[config.mk]
export PLATFORM = sky130hd
export DESIGN_NAME = axi_rd_arbiter
export DESIGN_NICKNAME = d
export VERILOG_FILES = /design/src/rtl/axi_rd_arbiter.sv
export SDC_FILE = /design/constraint.sdc
export NUM_CORES = 1
export LEC_CHECK = 0
export CORE_MARGIN = 1.5
export CORE_UTILIZATION = 33
export CTS_CLUSTER_SIZE = 40
export DETAILED_ROUTE_END_ITERATION = 12
export GPL_TIMING_DRIVEN = 0
export PLACE_DENSITY = 0.87
export SLEW_MARGIN = 40
export SYNTH_ARGS = -nofsm -noshare
export SYNTH_HDL_FRONTEND = slang
export SYNTH_SLANG_ARGS = --single-unit
[constraint.sdc]
create_clock -name clk -period 2.6 [get_ports clk]
set_input_delay 0.52 -clock clk [delete_from_list [all_inputs] [get_ports clk]]
set_output_delay 0.52 -clock clk [all_outputs]
set_load 0.005 [all_outputs]
[src/rtl/axi_rd_arbiter.sv]
// Shares one AXI read master between instruction fetch and data reads.
// Data has priority; a starve counter forces a waiting fetch through.
module axi_rd_arbiter #(
  parameter int unsigned STARVE_MAX = 2,
  parameter logic [3:0]  INST_ID    = 4'd0,
  parameter logic [3:0]  DATA_ID    = 4'd1
) (
  input  logic        clk,
  input  logic        resetn,
  input  logic        inst_req_valid,
  input  logic [31:0] inst_req_addr,
  output logic        inst_req_ready,
  input  logic        data_req_valid,
  input  logic [31:0] data_req_addr,
  input  logic [2:0]  data_req_size,
  output logic        data_req_ready,
  output logic [1:0]  data_r_req,
  output logic        inst_resp_valid,
  output logic [31:0] inst_resp_data,
  input  logic        inst_resp_ready,
  output logic        data_resp_valid,
  output logic [31:0] data_resp_data,
  input  logic        data_resp_ready,
  output logic [3:0]  arid,
  output logic [31:0] araddr,
  output logic [7:0]  arlen,
  output logic [2:0]  arsize,
  output logic [1:0]  arburst,
  output logic        arvalid,
  input  logic        arready,
  input  logic [3:0]  rid,
  input  logic [31:0] rdata,
  input  logic        rlast,
  input  logic        rvalid,
  output logic        rready
);

  // Handshakes: a transfer happens on any clock edge where valid && ready;
  // a source holds its payload stable while valid && !ready.

  localparam logic [1:0] STARVE_LIM = 2'(STARVE_MAX);

  typedef enum logic [1:0] {
    DR_IDLE = 2'd0,
    DR_AR   = 2'd1,
    DR_R    = 2'd2
  } dr_state_e;

  dr_state_e   dr_q;
  logic        arvalid_q, arvalid_d;
  logic [3:0]  arid_q, arid_d;
  logic [31:0] araddr_q, araddr_d;
  logic [2:0]  arsize_q, arsize_d;
  logic        inst_out_q, inst_out_d;
  logic        data_out_q, data_out_d;
  logic [1:0]  starve_q, starve_d;

  logic slot_free, inst_elig, data_elig, grant_inst, grant_data;
  logic ar_hs, inst_hit, data_hit, rready_w, r_hs, inst_done, data_done;

  assign slot_free  = !arvalid_q || arready;
  assign inst_elig  = inst_req_valid && !inst_out_q;
  assign data_elig  = data_req_valid && !data_out_q;
  assign grant_inst = resetn && slot_free && inst_elig &&
                      (!data_elig || (starve_q == STARVE_LIM));
  assign grant_data = resetn && slot_free && data_elig && !grant_inst;

  assign ar_hs = arvalid_q && arready;

  // Beats for an ID with no outstanding read are accepted and dropped.
  assign inst_hit = (rid == INST_ID) && inst_out_q;
  assign data_hit = (rid == DATA_ID) && data_out_q && !inst_hit;

  always_comb begin
    rready_w = 1'b1;
    if (!resetn)       rready_w = 1'b0;
    else if (inst_hit) rready_w = inst_resp_ready;
    else if (data_hit) rready_w = data_resp_ready;
  end

  assign r_hs      = rvalid && rready_w;
  assign inst_done = r_hs && rlast && inst_hit;
  assign data_done = r_hs && rlast && data_hit;

  always_comb begin
    arvalid_d  = arvalid_q;
    arid_d     = arid_q;
    araddr_d   = araddr_q;
    arsize_d   = arsize_q;
    inst_out_d = inst_out_q;
    data_out_d = data_out_q;
    starve_d   = starve_q;

    if (grant_inst) begin
      arvalid_d = 1'b1;
      arid_d    = INST_ID;
      araddr_d  = inst_req_addr;
      arsize_d  = 3'd2;
    end else if (grant_data) begin
      arvalid_d = 1'b1;
      arid_d    = DATA_ID;
      araddr_d  = data_req_addr;
      arsize_d  = data_req_size;
    end else if (arready) begin
      arvalid_d = 1'b0;
    end

    if (inst_done)  inst_out_d = 1'b0;
    if (grant_inst) inst_out_d = 1'b1;
    if (data_done)  data_out_d = 1'b0;
    if (grant_data) data_out_d = 1'b1;

    if (grant_inst || !inst_elig)              starve_d = 2'd0;
    else if (grant_data && starve_q != STARVE_LIM) starve_d = starve_q + 2'd1;
  end

  always_ff @(posedge clk or negedge resetn) begin
    if (!resetn) begin
      arvalid_q  <= 1'b0;
      arid_q     <= 4'd0;
      araddr_q   <= 32'd0;
      arsize_q   <= 3'd0;
      inst_out_q <= 1'b0;
      data_out_q <= 1'b0;
      starve_q   <= 2'd0;
    end else begin
      arvalid_q  <= arvalid_d;
      arid_q     <= arid_d;
      araddr_q   <= araddr_d;
      arsize_q   <= arsize_d;
      inst_out_q <= inst_out_d;
      data_out_q <= data_out_d;
      starve_q   <= starve_d;
    end
  end

  // Data-read progress as seen by the fetch stage.
  always_ff @(posedge clk or negedge resetn) begin
    if (!resetn) begin
      dr_q <= DR_IDLE;
    end else begin
      case (dr_q)
        DR_IDLE: if (grant_data) dr_q <= DR_AR;
        DR_AR:   if (ar_hs && arid_q == DATA_ID) dr_q <= DR_R;
        DR_R:    if (data_done) dr_q <= DR_IDLE;
        default: dr_q <= DR_IDLE;
      endcase
    end
  end

  assign data_r_req      = dr_q;
  assign inst_req_ready  = grant_inst;
  assign data_req_ready  = grant_data;
  assign arvalid         = arvalid_q;
  assign arid            = arid_q;
  assign araddr          = araddr_q;
  assign arsize          = arsize_q;
  assign arlen           = 8'd0;
  assign arburst         = 2'b01;
  assign rready          = rready_w;
  assign inst_resp_valid = resetn && rvalid && inst_hit;
  assign data_resp_valid = resetn && rvalid && data_hit;
  assign inst_resp_data  = {32{resetn}} & rdata;
  assign data_resp_data  = {32{resetn}} & rdata;

endmodule

==> impl_metrics.py, run 1 <==
metrics = {
    "setup_path": {
        "worstPathArrival_ns": 2.00,
        "startpoint": "arready",
        "path_class": "in -> out",
        "reg2reg_depth": 8,
        "cp.required_ns": 2.08,
        "critical_path.max_fanout": 6,
        "end_kind": "output port",
        "r2r-start": "starve_q[0]",
        "cp-start-kind": "input pin",
    },
    "die": {
        "rows": 31,
        "coreArea_sq_um": 7250,
        "dieWidth_um": 89.5,
        "chipHeight_um": 89.5,
        "start_util_pct": 34.1,
        "die_area_sq_um": 8010,
        "io_pins": 233,
    },
    "status": {
        "status": "completed",
    },
    "synth": {
        "synth_edf_count": 0,
        "netlist_instances": 248,
        "synth_top_area_cell": "dfrtp_1",
        "postSynth.asyncResetShare_pct": 100,
        "yosys_register_bits": 43,
        "synth_commonest_cells": "buf_4, dfrtp_1, inv_1",
        "syn_area_per_cell_sq_um": 9.96,
        "synth_area_sq_um": 2470,
        "ys_types": 33,
        "yosysMostFrequentCell": "buf_4",
        "synth.top_cell.area_share_pct": 43.6,
        "synth_top_flop_cell": "dfrtp_1",
        "synth_seq_area_share_pct": 43.6,
        "yosys-top-cells-area": "dfrtp_1, buf_4, a222oi_1",
        "yosys_warnings": 0,
    },
    "sta": {
        "skew_ns": 0.00785,
        "fin_crit_sh_pct": 97.1,
        "maxSlewViolCount": 0,
        "rsz0062_at_grt": "no",
        "setup_tns_ns": 0,
        "setup_viol": 0,
        "hold_viol_final": 0,
        "fin_crit_ns": 2.52,
        "max_clock_freq_ghz": 0.396,
    },
    "cells_and_area": {
        "register_area_sq_um": 1080,
        "nNetsFinal": 605,
        "multiInputGateArea_sq_um": 877,
        "nFillCells": 574,
        "drive_above_1_share_pct": 16.8,
        "fin_util_pct": 69.6,
        "syn2layout_area_growth_pct": 104,
        "num_antenna_cells": 0,
    },
    "grt": {
        "grt_pass1_wl_um": 13500,
        "grt_max_degree": 27,
        "grt_usage_pct": 22.0,
        "first_global_vias": 2769,
        "antenna_found_initial": 0,
        "grt-ovfl-total": 0,
    },
    "clocking": {
        "cts_tree": "yes",
        "numCtsBuffers": 5,
        "clk_latency_ns": 0.29,
        "clk_pin_slew_ns": 0.08,
        "root_buffer": "clkbuf_8",
        "cts_sinks": 43,
        "htreeDepth": 2,
        "max-clock-path-buffers": 2,
        "hold_buffers": 0,
    },
    "route": {
        "wl_um": 9300,
        "dr_total_vias": 2786,
        "drc": 0,
        "via_per_inst": 4.71,
        "first_pass_iters": 8,
        "wire_per_inst_um": 15.7,
        "drt_iter0_drc": 186,
        "ant_nets": 0,
    },
    "power_and_ir_drop": {
        "peakVddDrop_mv": 0.441,
        "power-per-cell-area_nw_per_um2": 642,
        "p_leak_nw": 2.33,
    },
    "worst_hold_path": {
        "hold_class": "in -> async",
    },
    "placement": {
        "gp_congestion": 0.746,
        "place_hpwl_um": 7460,
        "io_buffers": 219,
    },
    "job": {
        "maxCapViolations": 0,
    },
}
[flip-flops by register name, summed over array words and instances (netlist names)]
signal,cells
arvalid,1
araddr,32
arid,1
data_r_req,2
arsize,3
inst_out_q,1
data_out_q,1
starve_q,2
[layout by cell type, fill, tap and decap left out, drive strengths merged, types with 4 or more instances in the layout]
| cell type | n |
|---|---|
| clkdlybuf4s50 | 212 |
| nor2 | 5 |
| and2 | 32 |
| conb | 13 |
| a222oi | 32 |
| buf | 65 |
| nand2 | 8 |
| dfrtp | 43 |
| clkbuf | 10 |
| inv | 36 |
| dlygate4sd2 | 4 |
| nand2b | 4 |
[through the flow]
stage                     hold WS (ns)  cell area, sq um  power [mW]  instances  setup WS (ns)
after global routing            0.0505              5050        3.45        592        0.00344
final                           0.0506              5050        3.24        592         0.0763
after detailed placement         0.449              4850        2.75        578         -0.199
after global placement           0.479              4830        2.69        577          -2.00
after floorplan                  0.224              2510        1.73        259          0.867
after CTS                       0.0707              5010        3.26        588        0.00147
[worst paths after layout]
path,to,slack (ns)
max in group asynchronous,data_out_q,2.17
max,data_req_ready,0.08
min reg2reg,data_r_req[0],0.49
min,araddr[22],0.05
min in group clk,data_r_req[0],0.49
max reg2reg,araddr[15],0.69
[layer usage]
layer	part of all wire (%)	track usage, %
met1	38	25.2
met5	0	0
met3	6.4	4.99
met2	54	40.4
met4	1.6	7.41
[worst max-delay path: stages]
cell and delay [ns]:
clkdlybuf4s50_1 0.48, nand2b_4 0.17, o2111a_1 0.22, buf_6 0.12, clkdlybuf4s50_1 0.49
[report_power, final]
part           switching [mW]  internal [mW]  total [mW]
sequential              0.195          0.961        1.16
combinational           0.545           1.07        1.61
clock                   0.233          0.242       0.475
[final cells by class]
cell class / instances / area share, %
inverters: 36 / 2.68
clock buffers: 7 / 1.91
flip-flops and latches: 43 / 21.3
well taps: 99 / 2.45
clock inverters: 1 / 0.149
multi-input cells: 120 / 17.4
plain buffers: 60 / 9.17
repair buffers: 226 / 45.0
[cell families after synthesis]
group           synth area share (%)
simple gates                    14.1
compound gates                  17.4
flops                           43.6
buf+inv                         23.7
fa+ha+maj                      0.507
mux                            0.405
other cells                    0.304
[repair_timing]
action	in CTS	in global routing
pin swaps	2	4
gates cloned	0	0
setup buffers	2	4
setup endpoints to repair	61	34
resized for setup	15	5
Note: power is estimated with default switching activity, not from simulation.
==> inputs of run 2 (changes only) <==
REMOVE_ABC_BUFFERS = 1   (was not set)
SETUP_SLACK_MARGIN = 0.4   (was not set)
clock period = 3.1 ns   (was 2.6 ns; I/O delays follow)
==> impl_metrics.py, run 2 (synthesis gave the netlist of run 1 again) <==
metrics = {
    "cells_and_area": {
        "final_cells": 538,
        "register_area_sq_um": 1080,
        "multiInputGateArea_sq_um": 921,
        "nFillCells": 587,
        "nNetsFinal": 551,
        "stdcell_area_sq_um": 4660,
        "mostFrequentLayoutCell": "clkdlybuf4s50_1",
        "final_cell_mix": "clkdlybuf4s50_1, dfrtp_1, inv_1",
        "drive_above_1_share_pct": 7.06,
        "num_antenna_cells": 0,
        "fin_util_pct": 64.2,
        "largest_reg_flops": 32,
        "syn2layout_area_growth_pct": 88.6,
    },
    "sta": {
        "fin_crit_sh_pct": 87.3,
        "hold_viol_final": 0,
        "rsz0062_at_grt": "no",
        "worstMarginPinSlew_ns": 0.806,
        "setup_viol": 0,
        "max_clock_freq_ghz": 0.370,
        "maxSlewViolCount": 0,
        "holdWs_ns": 0.167,
        "max_slew_margin_pct": 46.3,
        "fin_crit_ns": 2.71,
        "skew_ns": 0.00630,
    },
    "die": {
        "io_pins": 233,
        "die_area_sq_um": 8010,
        "chipHeight_um": 89.5,
        "coreArea_sq_um": 7250,
        "rows": 31,
        "dieWidth_um": 89.5,
        "start_util_pct": 34.1,
    },
    "route": {
        "wl_um": 10100,
        "dr_total_vias": 2731,
        "ant_nets": 0,
        "wire_per_inst_um": 18.7,
        "first_pass_iters": 6,
        "drc": 0,
        "drt_iter0_drc": 204,
        "via_per_inst": 5.08,
    },
    "setup_path": {
        "end_kind": "output port",
        "cp_slowest_cell": "clkdlybuf4s50_1",
        "cp-start-kind": "input pin",
        "cpPeakStageDelay_ns": 0.51,
        "timing.rr.end": "araddr[17]",
        "path_cells": "clkdlybuf4s50_1 -> nor3_2 -> nand3_2 -> nor2_1 -> clkdlybuf4s50_1",
        "cp.required_ns": 2.48,
        "critPathTopFamily": "buffers and inverters",
        "critPathBufInv": 2,
        "worstPathArrival_ns": 2.09,
        "reg2reg_depth": 6,
        "path_class": "in -> out",
        "cpMostUsedCell": "clkdlybuf4s50_1",
        "critical_path.max_fanout": 4,
        "r2r_setup_slack_ns": 1.06,
        "r2r-start": "starve_q[0]",
    },
    "power_and_ir_drop": {
        "power-per-cell-area_nw_per_um2": 577,
        "switching_share_pct": 31.4,
        "p_leak_nw": 2.05,
        "p_int_mw": 1.84,
        "peakVddDrop_mv": 0.345,
        "comb_power_share_pct": 49.4,
        "clockPowerShare_pct": 14.3,
        "seq_power_share_pct": 36.3,
        "p_switching_mw": 0.843,
    },
    "clocking": {
        "numCtsBuffers": 5,
        "max-clock-path-buffers": 2,
        "clk_pin_slew_ns": 0.09,
        "htreeDepth": 2,
        "cts_tree": "yes",
        "root_buffer": "clkbuf_8",
        "clk_latency_ns": 0.29,
        "cts_sinks": 43,
    },
    "grt": {
        "grt_usage_pct": 24.7,
        "grt-ovfl-total": 0,
        "grt_pass1_wl_um": 14300,
        "grt_max_degree": 48,
        "antenna_found_initial": 0,
        "first_global_vias": 2676,
    },
    "placement": {
        "dp_cells": 519,
        "place_hpwl_um": 7230,
        "dpl_cell_area_sq_um": 4420,
        "gp_congestion": 0.873,
        "io_buffers": 219,
    },
    "status": {
        "status": "completed",
    },
    "worst_hold_path": {
        "hold_class": "in -> async",
    },
    "job": {
        "maxCapViolations": 0,
    },
}
[run 2: cell types whose count changed in the layout (fill, tap and decap cells not counted), moves of 2 or more]
cell	change
o2111a_2	+2
buf_4	-43
buf_2	-4
clkbuf_2	-3
buf_6	-6
[run 2: routing by layer]
layer  global-route usage, %  up-vias  share of wire (%)
met5                       0        -                  0
met1                    27.7     1339                 36
met2                    43.8      167                 52
met3                    6.93       27                8.9
met4                    10.5        0                3.7
li1                        -     1198                  -
[run 2: metrics by stage]
stage | setup TNS (ns) | power, mW | worst slack (ns)
final | 0 | 2.69 | 0.394
after global routing | 0 | 2.86 | 0.351
after CTS | 0 | 2.69 | 0.290
after detailed placement | -0.559 | 2.25 | -0.281
after global placement | -233.05 | 2.19 | -2.77
after floorplan | 0 | 1.38 | 0.935
[run 2: area by class of cell]
type	count	area share, %
Tap cell	99	2.66
Multi-Input combinational cell	122	19.8
Clock buffer	6	1.77
Clock inverter	2	0.349
Sequential cell	43	23.1
Timing Repair Buffer	230	49.4
Inverter	36	2.90
[run 2: worst max-delay path by stage]
stage | cells after the start | from | to
final | 5 | rid[1] | data_resp_valid
after global routing | 5 | rid[1] | data_resp_valid
after CTS | 4 | inst_req_valid | inst_req_ready
after detailed placement | 4 | inst_req_valid | inst_req_ready
after global placement | 3 | resetn | data_req_ready
after floorplan | 2 | arready | data_req_ready
[run 2: worst reg2reg max path, stage by stage (launching register included)]
cell      delay (ns)
dfrtp_1         0.42
inv_1           0.07
ha_1            0.28
inv_1           0.15
o2111a_1        0.56
a222oi_1        0.38
inv_1           0.07
[run 2: repair_timing]
action,4_1_cts,5_1_grt
setup endpoints to repair,8,7
gates resized for setup,7,8
pin swaps,4,2
gates cloned,2,0
buffers inserted,6,3
hold buffers,0,0
[run 2: power groups by stage]
| stage | Clock (mW) | Sequential [mW] | Combinational, mW |
|---|---|---|---|
| 2_1_floorplan | 0 | 0.969 | 0.409 |
| 3_3_place_gp | 0 | 0.963 | 1.23 |
| 3_5_place_dp | 0 | 0.975 | 1.28 |
| 4_1_cts | 0.395 | 0.971 | 1.32 |
| 5_1_grt | 0.425 | 1.00 | 1.43 |
| 6_report | 0.386 | 0.975 | 1.33 |
==> inputs of run 3 (changes only) <==
ABC_CLOCK_PERIOD_IN_PS = 3100   (was not set)
==> results of run 3 <==
Final layout, timing and power as in run 2 (identical DEF).
